File: src/rtl/coder_pkg.sv
// coder_pkg: shared widths, encoder state type and popcount helper for the 8-to-3 coder pair.
package coder_pkg;
    localparam int N = 8;
    localparam int W = $clog2(N);

    typedef enum logic {IDLE, BUSY} enc_state_t;

    function automatic logic [W:0] popcount(input logic [N-1:0] v);
        logic [W:0] c;
        c = '0;
        for (int i = 0; i < N; i++) c += {{W{1'b0}}, v[i]};
        return c;
    endfunction
endpackage

File: src/rtl/priority_enc.sv
// priority_enc: index of the lowest (LSB_FIRST=1) or highest set bit; zero input yields 0.
module priority_enc #(
    parameter int N = 8,
    parameter bit LSB_FIRST = 1'b1,
    localparam int W = $clog2(N)
) (
    input  logic [N-1:0] vec,
    output logic [W-1:0] idx
);
    // Later matches overwrite earlier ones, so scan order picks the winning end.
    always_comb begin
        idx = '0;
        for (int i = 0; i < N; i++) begin
            if (LSB_FIRST && vec[N-1-i]) idx = W'(N-1-i);
            if (!LSB_FIRST && vec[i]) idx = W'(i);
        end
    end
endmodule

File: src/rtl/encoder_8_to_3_serial.sv
// encoder_8_to_3_serial: accepts a multi-hot word and streams the index of each set bit,
// one per output handshake, with popcount and an all-zero-word pulse.
module encoder_8_to_3_serial #(
    parameter int N = 8,
    parameter bit LSB_FIRST = 1'b1,
    localparam int W = $clog2(N)
) (
    input  logic         clk,
    input  logic         rst_n,
    input  logic         in_valid,
    output logic         in_ready,
    input  logic [N-1:0] D,
    output logic         out_valid,
    input  logic         out_ready,
    output logic [W-1:0] y,
    output logic         last,
    output logic [W:0]   ones_cnt,
    output logic         zero_err
);
    import coder_pkg::*;

    enc_state_t   state;
    logic [N-1:0] pending;
    logic [W-1:0] idx;

    priority_enc #(.N(N), .LSB_FIRST(LSB_FIRST)) u_penc (
        .vec(pending),
        .idx(idx)
    );

    // Outputs derive only from registered state, never from out_ready.
    assign in_ready  = state == IDLE;
    assign out_valid = state == BUSY;
    assign y         = idx;
    assign last      = $onehot(pending);

    always_ff @(posedge clk or negedge rst_n) begin
        if (!rst_n) begin
            state    <= IDLE;
            pending  <= '0;
            ones_cnt <= '0;
            zero_err <= 1'b0;
        end else begin
            zero_err <= in_valid && in_ready && D == '0;
            if (in_valid && in_ready) begin
                pending  <= D;
                ones_cnt <= popcount(D);
                state    <= D != '0 ? BUSY : IDLE;
            end else if (out_valid && out_ready) begin
                pending <= pending & ~(N'(1) << idx);
                state   <= last ? IDLE : BUSY;
            end
        end
    end
endmodule

File: config.mk
export PLATFORM = sky130hd
export DESIGN_NAME = encoder_8_to_3_serial
export DESIGN_NICKNAME = d
export VERILOG_FILES = /design/src/rtl/coder_pkg.sv /design/src/rtl/priority_enc.sv /design/src/rtl/encoder_8_to_3_serial.sv
export SDC_FILE = /design/constraint.sdc
export NUM_CORES = 1
export LEC_CHECK = 0
export ABC_AREA = 1
export ABC_CLOCK_PERIOD_IN_PS = 3890
export CORE_MARGIN = 3
export CORE_UTILIZATION = 25
export CTS_CLUSTER_SIZE = 25
export DETAILED_ROUTE_END_ITERATION = 16
export PLACE_DENSITY = 0.55
export SLEW_MARGIN = 15
export SYNTH_ARGS = -nofsm -noshare
export SYNTH_HDL_FRONTEND = slang
export SYNTH_SLANG_ARGS = --single-unit
File: constraint.sdc
create_clock -name clk -period 3.89 [get_ports clk]
set_input_delay 0.778 -clock clk [delete_from_list [all_inputs] [get_ports clk]]
set_output_delay 0.778 -clock clk [all_outputs]
set_load 0.03 [all_outputs]
==> summary.md <==
| Metric | Value |
|---|---|
| Most frequent cells in the layout | `nand2_1, inv_1, clkdlybuf4s50_1` |
| WP data arrival | `3230 ps` |
| Die height | `73.2 microns` |
| Min-Delay Path Class | `flop to flop` |
| DIE WIDTH | `73.2 microns` |
| Layout Cells excl Fill | `219` |
| Initial Utilization | `27.0%` |
| Period minus WS final | `4000 ps` |
| TritonCTS clock tree | `done` |
| Post-synth cell types | `26` |
| Post-Synth XOR/XNOR Area | `0.776%` |
| Achievable Freq | `250 MHz` |
| Mapped Avg Cell Area | `roughly 8.1 sq um` |
| Total global-route track usage | `10.0%` |
| Mux contribution to synthesized area | `0%` |
| Synth Net Count | `167` |
| Root cell of the clock tree | `clkbuf_8` |
| Placed instance count | `212` |
| Sequential Area | `around 350 sq um` |
| DP Wirelength | `1.94 mm` |
| Vias in the first global route | `941` |
| First-pass GRT wire length | `4.32 mm` |
| Area occupied by multi-input gates | `approximately 640 sq um` |
| Largest family of logic cells by synthesized area | `simple AND/OR/NAND/NOR gates` |
| YS warnings | `0` |
| RSZ-0062 raised after global routing | `yes` |
| Layout area overhead | `32.8%` |
| Final Hold Vio Count | `0` |
| Post-Synthesis Cells | `140` |
| # nets final | `197` |
| Largest net degree at the start of global routing | `18` |
| DRC | `0` |
| Max_slew headroom | `56.9%` |
| Status | `complete, but fails checks` |
| Post-Syn Area | `1130 sq um` |
| I/O pin cnt | `23` |
| Initial DRC Count | `25` |
| Slew @ Worst Pin | `644 ps` |
| Core footprint | `4170 sq um` |
| Crit. End Element | `output pin` |
| Grt ovf | `0` |
| Leading area contributor after synthesis | `dfrtp_1` |
| Max Cap Violations | `0` |
| Initial antenna violation count | `0` |
| Clock Skew | `roughly 5 ps` |
| Fillers | `435` |
| H-tree levels | `1` |
| Worst endpoint required time | `roughly 3100 ps` |
| Post-Place Setup Slack | `between 30 and 40 ps` |
| Seq/Total Area, Yosys | `31.0%` |
| Failing checks | `negative setup slack` |
| IO buf count | `22` |
| Row Count | `23` |
| FF-to-FF setup slack | `860 ps` |
| CTS Buf Count | `3` |
| Worst-path clk slew | `60 ps` |
| Clk sink count | `14` |
| Commonest non-fill, non-tap cell in the layout | `nand2_1` |
| Via Count | `943` |
| Top post-synthesis cells by area | `dfrtp_1, fa_1, nand2_1` |
| Post-route core utilization | `35.9%` |
| Slew Limit Fails | `0` |
| Layout cells sized above 1 | `17.2%` |
| # setup viols final | `1` |
| Clk_lat worst skew | `240 ps` |
| Antenna Violating Nets Remaining | `0` |
| Startpoint Class | `flop` |
| ANT cells | `0` |
| Share of the synthesized area in the top cell type | `31.0%` |
| Critical Path Fanout Max | `3` |
| Crit Path Class | `flop to output pin` |
| Gpl congestion | `0.791` |
| Setup WS post-layout | `-113 ps` |
| Post-synthesis register bit count | `14` |
| Max clock buf depth | `2` |
| Period utilisation layout | `103%` |
| Post-synthesis compound-gate area fraction | `9.53%` |
| Simple-Gate Fraction of Synth Area | `24.3%` |
| Vias per Instance | `4.31` |
| Total Wirelength | `2.37 mm` |
| WL per Instance | `10.8 microns` |
| Synth Area in Adders | `22.0%` |
| DIE AREA | `5360 sq um` |
| DRT Pass-1 Iters | `4` |
[cell type report]
| type | count | share of cell area [%] |
|---|---|---|
| multi-input cells | 89 | 43.0 |
| flip-flops and latches | 14 | 23.4 |
| repair buffers | 26 | 16.8 |
| inverters | 36 | 9.02 |
| well taps | 50 | 4.17 |
| clock buffers | 4 | 3.67 |
[final timing paths]
path,from,end,cells past startpoint
worst max-delay path,pending[3]$_DFFE_PN0P_,last,13
min in group asynchronous,rst_n,ones_cnt[1]$_DFFE_PN0P_,1
worst min register to register,ones_cnt[0]$_DFFE_PN0P_,ones_cnt[0]$_DFFE_PN0P_,2
worst min-delay path,ones_cnt[0]$_DFFE_PN0P_,ones_cnt[0]$_DFFE_PN0P_,2
worst max register to register,pending[3]$_DFFE_PN0P_,out_valid$_DFFE_PN0P_,14
max in group asynchronous,rst_n,pending[0]$_DFFE_PN0P_,1
[worst max-delay path, cell delays in order (launching register included)]
cell     delay (ps)
dfrtp_1         360
inv_2            60
fa_1            550
fa_1            420
fa_1            430
inv_1            60
ha_1            150
inv_1            50
fa_2            330
inv_2            70
nand4_1         110
o21ai_2          80
and3_1          180
buf_6           130
[cell usage after synthesis]
cell type and instances:
buf_2 1, a21oi_4 1, nor2_2 1, inv_2 6, o21ai_1 6, ha_1 7
nor2_1 7, and3_1 1, a21boi_4 1, nor3b_1 1, xor2_1 1, nand4_1 2
dfrtp_1 14, nand2_2 5, fa_1 8, nand2_1 30, clkinv_1 1, o22ai_1 4
nor4_1 1, a21oi_1 1, inv_1 29, o211ai_1 1, nor2_4 2, nand3_1 7
o21ai_0 1, nand3b_1 1
[layer usage]
metal / track usage [%] / vias up / wire, microns
li1: - / 489 / -
met1: 14.6 / 432 / 1240
met2: 14.6 / 20 / 1020
met3: 2.20 / 2 / 93
met4: 3.07 / 0 / 14
met5: 0 / - / 0
[timing repair]
action / 4_1_cts / 5_1_grt
setup endpoints to repair: 1 / 1
gates resized for setup: 3 / 3
hold buffers: 0 / 0
buffers inserted: 3 / 0
pin swaps: 0 / 2
[cell families after synthesis]
group | Yosys count
xor+xnor | 1
flops | 14
fa+ha+maj | 15
simple gates | 58
buf+inv | 37
compound gates | 15
[state kept, by name (all words and copies together) (netlist names)]
register,cells
ones_cnt,4
zero_err,1
out_valid,1
pending,8
[through the flow]
stage	instance area, sq um	hold slack (ps)	TNS [ps]
global placement	1410	467	0
global route	1500	499	-323
detailed placement	1410	465	0
CTS	1490	482	-138
floorplan	1130	482	0
finish	1500	476	-113
Power is not shown: default switching activity piles up to over one toggle a cycle in this logic, so the estimate is an artifact.
